$ cat config.mk
export PLATFORM = sky130hd
export DESIGN_NAME = imem_loader_flat
export DESIGN_NICKNAME = d
export VERILOG_FILES = /design/src/rtl/imem_loader_if.sv /design/src/rtl/imem_loader.sv /design/src/flat_wrapper.sv
export SDC_FILE = /design/constraint.sdc
export NUM_CORES = 1
export LEC_CHECK = 0
export BUFFER_PORTS_ARGS = -buffer_cell sky130_fd_sc_hd__buf_2
export CORE_MARGIN = 2
export CORE_UTILIZATION = 52
export DETAILED_ROUTE_END_ITERATION = 8
export GPL_TIMING_DRIVEN = 0
export PLACE_DENSITY = 0.76
export SYNTH_ARGS = -nofsm -noshare
export SYNTH_HDL_FRONTEND = slang
export SYNTH_SLANG_ARGS = --single-unit
$ cat constraint.sdc
create_clock -name clk -period 3.6 [get_ports clk]
set_clock_uncertainty 0.2 [all_clocks]
set_input_delay 0.36 -clock clk [delete_from_list [all_inputs] [get_ports clk]]
set_output_delay 0.36 -clock clk [all_outputs]
set_load 0.02 [all_outputs]
$ cat src/rtl/imem_loader_if.sv
// imem_loader_if: byte-stream input, instruction-memory write port and load status of the loader
interface imem_loader_if #(
  parameter int ADDRESS_WIDTH = 32,
  parameter int DATA_WIDTH    = 32
);
  logic                     load_req;
  logic                     rx_valid;
  logic [7:0]               rx_data;
  logic                     rx_ready;
  logic                     imem_we;
  logic [ADDRESS_WIDTH-1:0] imem_addr;
  logic [DATA_WIDTH-1:0]    imem_wdata;
  logic                     cpu_hold;
  logic                     load_done;
  logic                     load_err;
  modport master (
    input  load_req, rx_valid, rx_data,
    output rx_ready, imem_we, imem_addr, imem_wdata, cpu_hold, load_done, load_err
  );
  modport slave (
    output load_req, rx_valid, rx_data,
    input  rx_ready, imem_we, imem_addr, imem_wdata, cpu_hold, load_done, load_err
  );
endinterface

$ cat src/rtl/imem_loader.sv
// imem_loader: receives a LEN|words|CSUM byte packet and writes it into instruction memory
module imem_loader #(
  parameter int          ADDRESS_WIDTH = 32,
  parameter int          DATA_WIDTH    = 32,
  parameter logic [31:0] BASE_ADDR     = 32'hBFC00000,
  parameter int          MAX_WORDS     = 1024,
  parameter int          HOLD_AT_RESET = 1
) (
  input logic          clk,
  input logic          rst,
  imem_loader_if.master bus
);
  localparam int IW = $clog2(MAX_WORDS + 1);
  typedef enum logic [2:0] {IDLE, LEN, DATA, CSUM, DONE, ERR} state_t;
  state_t                   state, next;
  logic [1:0]               byte_cnt;
  logic [23:0]              shift;
  logic [31:0]              len;
  logic [IW-1:0]            word_idx;
  logic [7:0]               csum;
  logic                     we_q;
  logic [ADDRESS_WIDTH-1:0] addr_q;
  logic [DATA_WIDTH-1:0]    wdata_q;
  logic                     rx_ready, xfer, word_end;
  logic [31:0]              word;
  assign rx_ready = state inside {LEN, DATA, CSUM};
  assign xfer     = bus.rx_valid && rx_ready;
  assign word     = {bus.rx_data, shift};
  assign word_end = xfer && byte_cnt == 2'd3;
  // state register; reset aborts any load in progress
  always_ff @(posedge clk or posedge rst)
    if (rst) state <= IDLE;
    else state <= next;
  // packet sequencing: length check, word count, checksum verdict
  always_comb begin
    next = state;
    unique case (state)
      IDLE, DONE, ERR: next = bus.load_req ? LEN : state;
      LEN:  if (word_end) next = word > 32'(MAX_WORDS) ? ERR : word == 32'd0 ? CSUM : DATA;
      DATA: if (word_end && 32'(word_idx) + 32'd1 == len) next = CSUM;
      CSUM: if (xfer) next = bus.rx_data == csum ? DONE : ERR;
      default: next = IDLE;
    endcase
  end
  // byte assembly, running XOR checksum and the registered memory write port
  always_ff @(posedge clk or posedge rst)
    if (rst) begin
      byte_cnt <= '0;
      shift    <= '0;
      len      <= '0;
      word_idx <= '0;
      csum     <= '0;
      we_q     <= 1'b0;
      addr_q   <= ADDRESS_WIDTH'(BASE_ADDR);
      wdata_q  <= '0;
    end else begin
      we_q <= 1'b0;
      if (next == LEN && state != LEN) begin
        byte_cnt <= '0;
        shift    <= '0;
        word_idx <= '0;
        csum     <= '0;
      end else if (xfer && state != CSUM) begin
        byte_cnt <= byte_cnt + 2'd1;
        shift    <= word[31:8];
        csum     <= csum ^ bus.rx_data;
        if (word_end && state == LEN) len <= word;
        if (word_end && state == DATA) begin
          we_q     <= 1'b1;
          addr_q   <= ADDRESS_WIDTH'(BASE_ADDR) + ADDRESS_WIDTH'({word_idx, 2'b00});
          wdata_q  <= DATA_WIDTH'(word);
          word_idx <= word_idx + IW'(1);
        end
      end
    end
  assign bus.rx_ready   = rx_ready;
  assign bus.imem_we    = we_q;
  assign bus.imem_addr  = addr_q;
  assign bus.imem_wdata = wdata_q;
  assign bus.load_done  = state == DONE;
  assign bus.load_err   = state == ERR;
  assign bus.cpu_hold   = state == IDLE ? HOLD_AT_RESET != 0 : state != DONE;
endmodule

$ cat src/flat_wrapper.sv
// flat-port wrapper written by rule: the top's interface ports become plain ports
module imem_loader_flat 
#(
  parameter int          ADDRESS_WIDTH = 32,
  parameter int          DATA_WIDTH    = 32,
  parameter logic [31:0] BASE_ADDR     = 32'hBFC00000,
  parameter int          MAX_WORDS     = 1024,
  parameter int          HOLD_AT_RESET = 1
)
  (clk, rst, bus_load_req, bus_rx_valid, bus_rx_data, bus_rx_ready, bus_imem_we, bus_imem_addr, bus_imem_wdata, bus_cpu_hold, bus_load_done, bus_load_err);
  imem_loader_if #(.ADDRESS_WIDTH(ADDRESS_WIDTH), .DATA_WIDTH(DATA_WIDTH)) bus_i ();
  input logic clk;
  input logic rst;
  input wire logic [$bits(bus_i.load_req)-1:0] bus_load_req;
  input wire logic [$bits(bus_i.rx_valid)-1:0] bus_rx_valid;
  input wire logic [$bits(bus_i.rx_data)-1:0] bus_rx_data;
  output wire logic [$bits(bus_i.rx_ready)-1:0] bus_rx_ready;
  output wire logic [$bits(bus_i.imem_we)-1:0] bus_imem_we;
  output wire logic [$bits(bus_i.imem_addr)-1:0] bus_imem_addr;
  output wire logic [$bits(bus_i.imem_wdata)-1:0] bus_imem_wdata;
  output wire logic [$bits(bus_i.cpu_hold)-1:0] bus_cpu_hold;
  output wire logic [$bits(bus_i.load_done)-1:0] bus_load_done;
  output wire logic [$bits(bus_i.load_err)-1:0] bus_load_err;
  assign bus_i.load_req = bus_load_req;
  assign bus_i.rx_valid = bus_rx_valid;
  assign bus_i.rx_data = bus_rx_data;
  assign bus_rx_ready = bus_i.rx_ready;
  assign bus_imem_we = bus_i.imem_we;
  assign bus_imem_addr = bus_i.imem_addr;
  assign bus_imem_wdata = bus_i.imem_wdata;
  assign bus_cpu_hold = bus_i.cpu_hold;
  assign bus_load_done = bus_i.load_done;
  assign bus_load_err = bus_i.load_err;
  imem_loader #(.ADDRESS_WIDTH(ADDRESS_WIDTH), .DATA_WIDTH(DATA_WIDTH), .BASE_ADDR(BASE_ADDR), .MAX_WORDS(MAX_WORDS), .HOLD_AT_RESET(HOLD_AT_RESET)) u_core (.clk(clk), .rst(rst), .bus(bus_i));
endmodule
Yosys cells after proc, flatten, opt, wreduce, memory -nomap -nowiden:

Cells that the tools add are included.

* register bits: 145
* input bits: 12
* output and inout bits: 69

* $add $sub $neg: 4
* $lt $le $gt $ge: 1
* equal/unequal tests: 12
* mux-type cells: 21
* bitwise gates (word level): 2
* reductions and logical operators: 16

Operator list (number)
* 24-bit 2-to-1 mux: 2
* 11-bit 2-to-1 mux: 3
* 32-bit by 13-bit adder with 32-bit output (first input constant): 1
* 32-bit equality test: 1
* 32-bit by 11-bit > comparator with 1-bit output (second input constant): 1
* 32-bit zero test: 1
* 8-bit 2-to-1 mux: 2
* 3-bit 2-to-1 mux: 5
* 11-bit by 1-bit adder with 12-bit output (second input constant): 1
* 3-bit case mux with 4 select lines: 1
* 11-bit by 1-bit adder with 11-bit output (second input constant): 1
* 8-bit equality test: 1
* 8-bit bitwise XOR: 1
* 1-bit logical AND: 7
* 3-bit by 1-bit equality test with 1-bit output (second input constant): 2
* 3-bit by 2-bit equality test with 1-bit output (second input constant): 2
* 3-bit equality test (second input constant): 2
* 1-bit 2-to-1 mux: 6
* 3-bit AND reduction: 2
* 2-bit 2-to-1 mux: 2
* 2-bit nonzero test: 2
* 3-bit zero test: 1
* 3-bit by 1-bit != test with 1-bit output (second input constant): 1
* 3-bit by 2-bit != test with 1-bit output (second input constant): 1
* 7 further kinds: 7

Logic depth before layout (Yosys ltp):

* word-level depth: 11
* mapped depth: 9

Worst setup path after synthesis:

No wires, ideal clock.

* kind: reg2reg
* start: register u_core.word_idx[1]
* end: register u_core.word_idx[1]
* library setup time: 0.142 ns
* arrival time: 2.067 ns
* data required time: 3.258 ns
* path slack: 1.191 ns
* cell stages (with the launch flop): 9
* buffers on the path: 2
* period minus slack after synthesis: 2.409 ns
* path through: dfrtp_1 > ha_1 > buf_2 > xnor2_1 > a2111oi_0 > o2111ai_1 > o211ai_4 > buf_6 > a21oi_2

* cells in the longest elaborated chain, start to end: 9

Ends and longest elaborated chain
* start: declaration: RTL line imem_loader.sv:19 `logic [IW-1:0] word_idx;`
* start signal: assignment: RTL line imem_loader.sv:72 `word_idx <= word_idx + IW'(1);`
* 11-bit by 1-bit adder with 12-bit output *: RTL line imem_loader.sv:40 `DATA: if (word_end && 32'(word_idx) + 32'd1 == len) next = CSUM;`
* 32-bit equality test *: RTL line imem_loader.sv:40
* 1-bit logical AND *: RTL line imem_loader.sv:40
* 3-bit 2-to-1 mux *: RTL line imem_loader.sv:40
* 3-bit case mux with 4 select lines *: RTL line imem_loader.sv:37 `unique case (state)`
* net u_core.next[0]: RTL line imem_loader.sv:15 `state_t state, next;`
* 3-bit by 1-bit equality test with 1-bit output *: RTL line imem_loader.sv:58 `if (next == LEN && state != LEN) begin`
* 1-bit logical AND *: RTL line imem_loader.sv:58
* 2-bit nonzero test (no line)
* 2-bit AND reduction (no line)

The timed path passes the listed nets; every way through them passes the cells marked *. The select of a mux whose other input is x is not followed.
A chain may end at the register's enable or synchronous reset.

Worst setup path after layout:

* start: input port bus_rx_valid
* end: register u_core.word_idx[1]

* cells in the longest elaborated chain, start to end: 9

Ends and longest elaborated chain
* start: declaration: RTL line flat_wrapper.sv:15 `input wire logic [$bits(bus_i.rx_valid)-1:0] bus_rx_valid;`
* 1-bit logical AND *: RTL line imem_loader.sv:27 `assign xfer = bus.rx_valid && rx_ready;`
* 1-bit logical AND: RTL line imem_loader.sv:29 `assign word_end = xfer && byte_cnt == 2'd3;`
* 1-bit logical AND: RTL line imem_loader.sv:40
* 3-bit 2-to-1 mux: RTL line imem_loader.sv:40
* 3-bit case mux with 4 select lines *: RTL line imem_loader.sv:37
* net u_core.next[0]: RTL line imem_loader.sv:15
* 3-bit by 1-bit equality test with 1-bit output *: RTL line imem_loader.sv:58
* 1-bit logical AND *: RTL line imem_loader.sv:58
* 2-bit nonzero test (no line)
* 2-bit AND reduction (no line)

The timed path passes the listed nets; every way through them passes the cells marked *.

==> out/metrics.csv <==
metric,value,unit
status,completed,
post-synthesis mux area share,9.24,%
combinational family with the most area after synthesis,simple AND/OR/NAND/NOR gates,
final design utilization,65.5,%
die height,110,um
setup TNS,0,ns
Post-Synth XOR/XNOR Area,5.69,%
cell taking the most area after synthesis,dfrtp_1,
CTS Sinks,124,
yosys warns,0,
share of the synthesized area in the top cell type,53.0,%
total die area,12100,sq um
Area contributors post-synth,"dfrtp_1, nand2_1, mux2_2",
post-DP HPWL,9.81,mm
CTS Root Cell,clkbuf_8,
initial drt markers,293,
WP data arrival,3.08,ns
Post-synth ARST share,100,%
total wire length,14.0,mm
CP Capture Type,flop,
post-route ant nets,0,
Synth Area in Adders,0.428,%
hold_sp,bus_load_req,
I/O pins,81,
LEAKAGE,3.62,nW
DR WL/cell,16.7,um
vias per cell,5.46,
Fmax,344,MHz
CP max FO,10,
worst-margin pin slew,0.761,ns
layout cells sized above 1,25.3,%
htree depth,4,
die span in x,110,um
drt drc,0,
Diodes inserted,0,
CP required,3.78,ns
RSZ-0062 raised after global routing,no,
first-pass GRT wire length,22.8,mm
Max-Cap Viols,0,
initial antenna violation count,0,
R2R Path Start,u_core.shift[0],
Sw Ratio,31.1,%
clock slew at reported path FFs,0.05,ns
register area share after synthesis,53.0,%
area of the multi-input gates,2480,sq um
synthesis-to-finish area growth,21.8,%
final slew viol count,0,
Post-synth EDFFs,0,
hold_ws,0.0851,ns
CTS Buf Count,17,
Overflow after GRT,0,
Synth Flop Type,dfrtp_1,
WS Path Type,in2reg,
Initial Utilization,53.7,%
1st-pass router iterations,4,
vias in the first global route,4564,
# setup viols final,0,
deepest clock path buffer count,2,
post-CTS sizing,0,
compound-cell area share of the yosys netlist,7.91,%
Syn Area/Cell,10.2,sq um
combinational power share,21.6,%
PortBufs,59,
RD Place Congestion,0.926,
Synth Instances,571,
clock network power share,33.9,%
PwrDens,668,nW/um^2
Post-synth top cells,"nand2_1, dfrtp_1, mux2_2, a21oi_1, xor2_1",
num rows,38,
Final Hold Viols,0,
Peak supply drop,0.000381,V
Critical Path Source Type,input pin,
Final Cycle Share,80.8,%
max_slew headroom,49.2,%
number of setup buffers added after CTS,0,
cts hold-fix bufs,10,
Post-Synth Simple-Gate Area,17.9,%
FF+latch area,3100,sq um
most numerous cell in the Yosys netlist,nand2_1,
CTS tree,built,
core area,10900,sq um
Tot GR Track Use,25.2,%
NumNets Final,695,
switching power,0.00148,W
Fill cells,883,
Final min period,2.91,ns
largest net degree at the start of global routing,44,
CP startpoint,bus_rx_valid,
"Distinct cells, synth",47,
register bit total from synthesis,124,
part of the power in registers,44.5,%
DR vias,4546,
Clock Latency Late Sink,0.52,ns
Hold WC Path Type,in2reg,
Int Power,0.00328,W
synthesized cell area,5850,sq um
[final cells by class]
cell class / instances / share of cell area, %
sequential: 124 / 43.5
multi-input combinational: 408 / 34.9
clock buffer: 25 / 7.21
timing repair buffer: 72 / 6.39
buffer: 53 / 4.44
tap: 140 / 2.46
clock inverter: 6 / 0.807
inverter: 5 / 0.316
[path summary, 6_finish.rpt]
path | cells past startpoint | slack, ns | end
min in group asynchronous | 3 | 0.11 | u_core.len[18]
min | 3 | 0.09 | u_core.state[2]
max reg2reg | 7 | 0.70 | u_core.shift[18]
min reg2reg | 2 | 0.27 | u_core.bus.imem_wdata[5]
max in group asynchronous | 5 | 2.36 | u_core.word_idx[3]
max | 9 | 0.69 | u_core.word_idx[1]
[worst max-delay path: stages]
cell and delay (ns):
dlygate4sd3_1 0.52, buf_2 0.13, nor2b_1 0.26, nand3_1 0.34
a2111oi_0 0.44, o2111ai_1 0.28, o211ai_4 0.43, buf_6 0.24
a21oi_2 0.07
[per-stage QoR]
step / power [W] / std cells / setup slack, ns / cell area [sq um]
final: 0.00476 / 833 / 0.693 / 7130
after detailed placement: 0.00314 / 792 / 0.658 / 6460
after floorplan: 0.00280 / 590 / 1.19 / 5930
after CTS: 0.00478 / 833 / 0.688 / 7130
after global placement: 0.00306 / 789 / 0.757 / 6400
after global routing: 0.00501 / 833 / 0.412 / 7130
[sequential cells by signal, summed over array words and instances (netlist names)]
| register | cells |
|---|---|
| u_core.bus.imem_wdata | 32 |
| u_core.len | 32 |
| u_core.shift | 24 |
| u_core.bus.imem_addr | 11 |
| u_core.word_idx | 11 |
| u_core.csum | 8 |
| u_core.state | 3 |
| u_core.byte_cnt | 2 |
| u_core.bus.imem_we | 1 |
[cells by family after synthesis]
family	after synthesis
adders and majority gates	2
buffers and inverters	58
DFF	124
xor gates and xnor gates	38
other	2
and+or+nand+nor	230
AOI/OAI and AO/OA	67
muxes	50
[power groups by stage]
stage | sequential [W] | clock [W] | combinational (W)
after CTS | 0.00211 | 0.00164 | 0.00103
final | 0.00212 | 0.00162 | 0.00103
after detailed placement | 0.00213 | 0 | 0.00101
after global placement | 0.00210 | 0 | 0.000957
after floorplan | 0.00197 | 0 | 0.000822
after global routing | 0.00215 | 0.00170 | 0.00115
[cells in the final DEF, fill, tap and decap left out, drive strengths merged, types with 10 or more instances in the layout]
cell,count
mux2i,18
mux2,32
a21oi,38
nor2,14
xnor2,15
conb,21
dfrtp,124
xor2,23
nand3,11
buf,95
nand2,149
nor4,14
dlygate4sd3,10
clkbuf,45
[layer usage]
metal / share of wire, % / track usage, % / vias to the layer above
li1: - / - / 2126
met1: 41 / 31.7 / 2254
met2: 51 / 42.4 / 144
met3: 6.5 / 5.53 / 22
met4: 1.5 / 9.58 / 0
met5: 0 / 0 / -
No activity file was read; power rests on OpenSTA's default activity.
